--- src/rtl/lut_decoder_seq.sv ---
// Iteration sequencer for the BKM FPU LUT decoder.
// Latches mode/format/n_last on start, then for each iteration index n accepts a digit
// pair, drives the decoder inputs for one LOOKUP cycle, registers the decoder outputs and
// holds them under a valid/ready handshake until consumed.
// Optional feature macro: LUT_SEQ_DIGIT_CHK_EN (illegal-digit check and sticky dig_err).
module lut_decoder_seq #(
  parameter int unsigned WD    = 64,
  parameter int unsigned WC    = 16,
  parameter int unsigned LOG2N = 6
) (
  input  logic              clk,
  input  logic              srst,
  input  logic              enable,
  input  logic              start,
  input  logic              mode,
  input  logic [1:0]        format,
  input  logic [LOG2N-1:0]  n_last,
  output logic              busy,
  output logic              done,
  input  logic [1:0]        d_x_n,
  input  logic [1:0]        d_y_n,
  input  logic              d_valid,
  output logic              d_ready,
  output logic              dec_mode,
  output logic [1:0]        dec_format,
  output logic [LOG2N-1:0]  dec_n,
  output logic [1:0]        dec_d_x_n,
  output logic [1:0]        dec_d_y_n,
  input  logic [2*WD-1:0]   lut_X_in,
  input  logic [2*WD-1:0]   lut_Y_in,
  input  logic [WC-1:0]     lut_u_in,
  input  logic [WC-1:0]     lut_v_in,
  output logic [2*WD-1:0]   lut_X_q,
  output logic [2*WD-1:0]   lut_Y_q,
  output logic [WC-1:0]     lut_u_q,
  output logic [WC-1:0]     lut_v_q,
  output logic [LOG2N-1:0]  lut_n_q,
  output logic              lut_last,
  output logic              lut_valid,
  input  logic              lut_ready,
  output logic              dig_err
);

  localparam logic [2:0] ST_IDLE   = 3'd0;
  localparam logic [2:0] ST_WAIT_D = 3'd1;
  localparam logic [2:0] ST_LOOKUP = 3'd2;
  localparam logic [2:0] ST_HOLD   = 3'd3;
  localparam logic [2:0] ST_DONE   = 3'd4;

  logic [2:0]       state_q, state_d;
  logic [LOG2N-1:0] n_q, n_d;
  logic [LOG2N-1:0] n_last_q, n_last_d;
  logic             dec_mode_q, dec_mode_d;
  logic [1:0]       dec_format_q, dec_format_d;
  logic [1:0]       dec_dx_q, dec_dx_d;
  logic [1:0]       dec_dy_q, dec_dy_d;
  logic [2*WD-1:0]  lut_x_d, lut_y_d;
  logic [WC-1:0]    lut_u_d, lut_v_d;
  logic [LOG2N-1:0] lut_n_d;
  logic             lut_last_q, lut_last_d;
  logic [1:0]       d_x_clean, d_y_clean;

`ifdef LUT_SEQ_DIGIT_CHK_EN
  logic dig_err_q, dig_err_d;

  // Replace the illegal code 10 with 0 and flag it; the flag is cleared by a new start.
  always_comb begin
    d_x_clean = (d_x_n == 2'b10) ? 2'b00 : d_x_n;
    d_y_clean = (d_y_n == 2'b10) ? 2'b00 : d_y_n;
    dig_err_d = dig_err_q;
    if (state_q == ST_IDLE && start) begin
      dig_err_d = 1'b0;
    end else if (state_q == ST_WAIT_D && d_valid &&
                 (d_x_n == 2'b10 || d_y_n == 2'b10)) begin
      dig_err_d = 1'b1;
    end
  end

  // Sticky illegal-digit flag register.
  always_ff @(posedge clk) begin
    if (srst) begin
      dig_err_q <= 1'b0;
    end else if (enable) begin
      dig_err_q <= dig_err_d;
    end
  end

  assign dig_err = dig_err_q;
`else
  assign d_x_clean = d_x_n;
  assign d_y_clean = d_y_n;
  assign dig_err   = 1'b0;
`endif

  // Next-state logic for the sequencer FSM and its datapath registers.
  always_comb begin
    state_d      = state_q;
    n_d          = n_q;
    n_last_d     = n_last_q;
    dec_mode_d   = dec_mode_q;
    dec_format_d = dec_format_q;
    dec_dx_d     = dec_dx_q;
    dec_dy_d     = dec_dy_q;
    lut_x_d      = lut_X_q;
    lut_y_d      = lut_Y_q;
    lut_u_d      = lut_u_q;
    lut_v_d      = lut_v_q;
    lut_n_d      = lut_n_q;
    lut_last_d   = lut_last_q;
    case (state_q)
      ST_IDLE: begin
        if (start) begin
          dec_mode_d   = mode;
          dec_format_d = format;
          n_last_d     = n_last;
          n_d          = '0;
          state_d      = ST_WAIT_D;
        end
      end
      ST_WAIT_D: begin
        if (d_valid) begin
          dec_dx_d = d_x_clean;
          dec_dy_d = d_y_clean;
          state_d  = ST_LOOKUP;
        end
      end
      ST_LOOKUP: begin
        // Decoder inputs have been stable all cycle; capture its outputs.
        lut_x_d    = lut_X_in;
        lut_y_d    = lut_Y_in;
        lut_u_d    = lut_u_in;
        lut_v_d    = lut_v_in;
        lut_n_d    = n_q;
        lut_last_d = (n_q == n_last_q);
        state_d    = ST_HOLD;
      end
      ST_HOLD: begin
        if (lut_ready) begin
          if (lut_last_q) begin
            state_d = ST_DONE;
          end else begin
            // Only reached while n < n_last, so the counter cannot wrap.
            n_d     = n_q + LOG2N'(1);
            state_d = ST_WAIT_D;
          end
        end
      end
      ST_DONE: begin
        state_d = ST_IDLE;
      end
      default: begin
        state_d = ST_IDLE;
      end
    endcase
  end

  // State registers: srst wins over enable; enable low freezes everything.
  always_ff @(posedge clk) begin
    if (srst) begin
      state_q      <= ST_IDLE;
      n_q          <= '0;
      n_last_q     <= '0;
      dec_mode_q   <= 1'b0;
      dec_format_q <= '0;
      dec_dx_q     <= '0;
      dec_dy_q     <= '0;
      lut_X_q      <= '0;
      lut_Y_q      <= '0;
      lut_u_q      <= '0;
      lut_v_q      <= '0;
      lut_n_q      <= '0;
      lut_last_q   <= 1'b0;
    end else if (enable) begin
      state_q      <= state_d;
      n_q          <= n_d;
      n_last_q     <= n_last_d;
      dec_mode_q   <= dec_mode_d;
      dec_format_q <= dec_format_d;
      dec_dx_q     <= dec_dx_d;
      dec_dy_q     <= dec_dy_d;
      lut_X_q      <= lut_x_d;
      lut_Y_q      <= lut_y_d;
      lut_u_q      <= lut_u_d;
      lut_v_q      <= lut_v_d;
      lut_n_q      <= lut_n_d;
      lut_last_q   <= lut_last_d;
    end
  end

  assign busy       = (state_q != ST_IDLE);
  assign done       = (state_q == ST_DONE);
  assign d_ready    = (state_q == ST_WAIT_D);
  assign lut_valid  = (state_q == ST_HOLD);
  assign lut_last   = lut_last_q;
  assign dec_mode   = dec_mode_q;
  assign dec_format = dec_format_q;
  assign dec_n      = n_q;
  assign dec_d_x_n  = dec_dx_q;
  assign dec_d_y_n  = dec_dy_q;

endmodule

--- config.mk ---
export PLATFORM = sky130hd
export DESIGN_NAME = lut_decoder_seq
export DESIGN_NICKNAME = d
export VERILOG_FILES = /design/src/rtl/lut_decoder_seq.sv
export SDC_FILE = /design/constraint.sdc
export NUM_CORES = 1
export LEC_CHECK = 0
export ABC_AREA = 1
export ABC_CLOCK_PERIOD_IN_PS = 1700
export BUFFER_PORTS_ARGS = -buffer_cell sky130_fd_sc_hd__buf_2
export CAP_MARGIN = 20
export CORE_AREA = 8 8 237 239
export DETAILED_ROUTE_END_ITERATION = 8
export DIE_AREA = 0 0 245 247
export HOLD_SLACK_MARGIN = 0.08
export SYNTH_ARGS = -nofsm -noshare
export SYNTH_HDL_FRONTEND = slang
export SYNTH_SLANG_ARGS = --single-unit
--- constraint.sdc ---
create_clock -name clk -period 1.7 [get_ports clk]
set_input_delay 0.34 -clock clk [delete_from_list [all_inputs] [get_ports clk]]
set_output_delay 0.34 -clock clk [all_outputs]
set_load 0.01 [all_outputs]
==> tab_implementation.tex <==
\begin{tabular}{lr}
\hline
Metric & Value \\
\hline
\multicolumn{2}{l}{\textbf{Clock network}} \\
Insertion delay to the later sink of the worst-skew pair & 0.53 ns \\
Maximum count of clock buffers along a single path & 3 \\
CTS tree & done \\
Deepest level of the CTS H-tree & 2 \\
Library cell used as clock root buffer & clkbuf\_16 \\
Clk sink count & 317 \\
Post-CTS clock slew at the launch and capture registers of the worst setup and hold paths & 0.06 ns \\
Number of clock buffers inserted by TritonCTS & 36 \\
\multicolumn{2}{l}{\textbf{Global route}} \\
Maximum number of pins on one net before global-route repair & 50 \\
Global routing met2 resource utilization & about a quarter \\
Most utilized layer in the global route result & met2 \\
Met1 demand-to-capacity share in global routing & 15.7\% \\
Gr ovfl total & 0 \\
First-pass GRT wire length & roughly 72 mm \\
Met3 capacity usage during global routing & 4.62\% \\
GRT Util Overall & 14.4\% \\
Antenna violations before repair & 1 \\
Via count of the first global-routing pass & $\sim$13000 \\
\multicolumn{2}{l}{\textbf{Logic synthesis}} \\
Top FF cell, synth & dfxtp\_1 \\
Net count after synthesis & around 1800 \\
Proportion of synthesized chip area in sequential cells & 56.4\% \\
Area share of the largest cell type after synthesis & 56.4\% \\
EDFF count, synth & 0 \\
Syn Std Cell Area & 11300 um2 \\
Cells after Synth & approximately 1400 \\
Proportion of register bits with asynchronous set or reset after synthesis & 0\% \\
Flip-flop and latch count after synthesis & 317 \\
Total number of yosys warnings & 0 \\
Average cell area after synthesis & 7.77 um2 \\
Biggest area contributors in the synthesized netlist & dfxtp\_1 (56\%), nor2\_1 (20\%), o21ai\_0 (12\%), o21ai\_1 (2.4\%), buf\_4 (2.1\%) \\
Yosys cell types & 24 \\
Dominant cell type by area after synthesis & dfxtp\_1 \\
\multicolumn{2}{l}{\textbf{Pwr}} \\
Maximum ir drop on the vdd rail & approximately 0.6 mV \\
Leak & approximately 10 nW \\
Power per cell area & between 900 and 1000 nW/um2 \\
Total chip power & 19.9 mW \\
\multicolumn{2}{l}{\textbf{Setup path}} \\
Crit path capture type & primary output \\
FF-to-FF path depth & 11 \\
Largest delay share family, worst path & flip-flops \\
Setup slack of the most critical reg-to-reg path & 0.07 ns \\
Critical register-to-register path startpoint & state\_q[1] \\
Worst endpoint required time & 1.36 ns \\
Sum of buffers and inverters on the critical path & 2 \\
Critical R2R Capture & lut\_X\_q[43] \\
Critical Path Source Type & flip-flop \\
CP arrival & 1.30 ns \\
Worst-path maximum fanout & 5 \\
Cell-by-cell listing of the critical path & buf\_6, nor2\_4, nand2\_1, buf\_2 \\
CP endpoint & busy \\
Start-to-end type of the worst setup path & reg2out \\
Stages on the worst setup path & 4 \\
Worst-path cell with the longest stage delay & dfxtp\_2 \\
Source of the critical timing path & state\_q[0] \\
CP max stage delay & 0.32 ns \\
\multicolumn{2}{l}{\textbf{Floorplan}} \\
Count of boundary I/O pins & 620 \\
Area of the core & roughly 52000 um2 \\
Initial Util & approximately 22\% \\
Row count & 84 \\
Area of the die & slightly above 60000 um2 \\
Floorplan die height & approximately 250 um \\
Die width & 245 um \\
\multicolumn{2}{l}{\textbf{Detailed routing}} \\
Post-detailed-routing wire length & 49.0 mm \\
Post-DR wirelength/cell & 15.8 um \\
Post-detailed-route DRC marker count & 0 \\
Detailed-routing iteration count for the pre-antenna-repair pass & 5 \\
Via-per-instance ratio & 4.28 \\
Initial detailed-routing violation count & a little under 600 \\
Antenna-violating nets left & 0 \\
Vias after detailed routing & 13300 \\
\multicolumn{2}{l}{\textbf{Finish}} \\
Nets@finish & roughly 2700 \\
Layout overhead on the synthesized area & 78.5\% \\
Filler instances & 5075 \\
Final standard cell count with taps included and fillers excluded & 3105 \\
Finished Core Util & between 30 and 40\% \\
Final std cell area, no fill & 20100 um2 \\
Fraction of layout instances using a drive strength above 1 & 33.1\% \\
\multicolumn{2}{l}{\textbf{Run status}} \\
Status & completed \\
\multicolumn{2}{l}{\textbf{STA}} \\
Setup TNS & 0 ns \\
Fin crit period & 1.64 ns \\
Maximum clock frequency & roughly 0.6 GHz \\
Setup repair after global routing missed its margin & yes \\
Setup Skew & 0.0229 ns \\
Final-report setup violation count & 0 \\
Max Slew Vio Count & 0 \\
Final count of hold timing violations & 0 \\
Final critical-path share of the clock period & 96.7\% \\
\multicolumn{2}{l}{\textbf{Hold path}} \\
Classification of the worst-slack hold path & in2reg \\
\multicolumn{2}{l}{\textbf{Flow run}} \\
Max Cap Violations & 0 \\
\multicolumn{2}{l}{\textbf{Placement}} \\
DP Cell Count & roughly 2700 \\
Routability congestion estimate from global placement & 0.811 \\
DPL Wire Length & approximately 32 mm \\
Placement Cell Area & roughly 15000 um2 \\
Count of input and output buffers & 618 \\
\hline
\end{tabular}
[layout by cell type (no fill, tap or decap), types with 6 or more instances in the layout]
cell type        n
buf_2          615
o21ai_0        267
nand2_1         34
dfxtp_1        314
buf_6           13
clkbuf_16       44
buf_12          17
nor2_1         588
nor2_2          15
a21oi_1         18
clkbuf_1         6
o21ai_1         53
inv_1           24
dlygate4sd3_1  295
clkbuf_8        11
nand3_1          6
buf_4           53
[sequential cells by signal (all words and copies together), names as in the netlist]
name	count
dec_d_x_n	2
lut_last	1
lut_n_q	6
lut_v_q	16
lut_Y_q	128
n_last_q	6
dec_mode	1
state_q	3
dec_d_y_n	2
lut_u_q	16
lut_X_q	128
dec_n	6
dec_format	2
[Yosys cell counts (2+ instances only)]
| master | number |
|---|---|
| o21ai_1 | 53 |
| a21oi_1 | 18 |
| nand3_1 | 7 |
| nor3b_1 | 2 |
| nand2_1 | 35 |
| nor3_1 | 3 |
| dfxtp_1 | 317 |
| nand4_1 | 3 |
| nor2_1 | 604 |
| o21ai_0 | 267 |
| buf_4 | 31 |
| buf_6 | 3 |
| nor2_4 | 3 |
| inv_2 | 3 |
| buf_2 | 24 |
| inv_1 | 25 |
| clkbuf_1 | 43 |
[through the flow]
stage                     worst slack (ns)  hold WS (ns)
after floorplan                      0.309         0.409
after global placement              0.0984         0.430
after detailed placement            0.0805         0.435
after CTS                          -0.0487        0.0845
after global routing               -0.0290         0.106
final                               0.0565         0.111
[report_power, final]
group	total [mW]	internal, mW	leakage, nW	switching (mW)
Sequential	8.30	8.01	2.58	0.294
Combinational	3.58	1.74	7.00	1.85
Clock	8.01	4.90	0.604	3.11
[layout make-up]
type | count | area, um2 | area share [%]
repair buffers | 1004 | 7190 | 35.8
repair inverters | 1 | 8.76 | 0.0436
inverters | 29 | 131 | 0.654
clock buffers | 54 | 1100 | 5.47
multi-input cells | 1001 | 4330 | 21.6
well taps | 688 | 861 | 4.28
clock inverters | 8 | 115 | 0.573
flip-flops and latches | 317 | 6350 | 31.6
diodes | 3 | 7.51 | 0.0374
[worst min-delay path: cells and delay by family]
family | cells | cell delay, ns
AND/OR/NAND/NOR | 2 | 0.15
buffers and inverters | 1 | 0.10
[how the worst min path moves through the flow]
stage             startpoint  cells past startpoint       endpoint
2_1_floorplan           srst                      1       dec_n[2]
3_3_place_gp        dec_mode                      2       dec_mode
3_5_place_dp   dec_format[1]                      2  dec_format[1]
4_1_cts          lut_X_in[1]                      3     lut_X_q[1]
5_1_grt         lut_X_in[11]                      3    lut_X_q[11]
6_report        lut_X_in[11]                      3    lut_X_q[11]
[repair_timing]
item                                    4_1_cts  5_1_grt
endpoints found under the setup margin        4      204
gates cloned                                  0        8
hold buffers                                295        0
resized for setup                            15       37
pin swaps                                     1        2
endpoints found under the hold margin       296        0
setup buffers                                 6       12
[cells by family (layout without fill, tap and decap cells)]
group | after synthesis | count (layout) | share of synthesized area [%]
flops | 317 | 317 | 56.4
simple gates | 659 | 659 | 22.5
other cells | 1 | 4 | 0.0333
xor+xnor | 1 | 1 | 0.0778
buf+inv | 130 | 1096 | 5.84
compound gates | 339 | 339 | 15.1
fa+ha+maj | 1 | 1 | 0.111
[metal layers]
layer | vias up | share of wire [%]
met5 | - | 0
met4 | 0 | 4.1
met3 | 134 | 8.3
met2 | 618 | 49
met1 | 6004 | 38
li1 | 6525 | -
No activity file was read; power rests on OpenSTA's default activity.
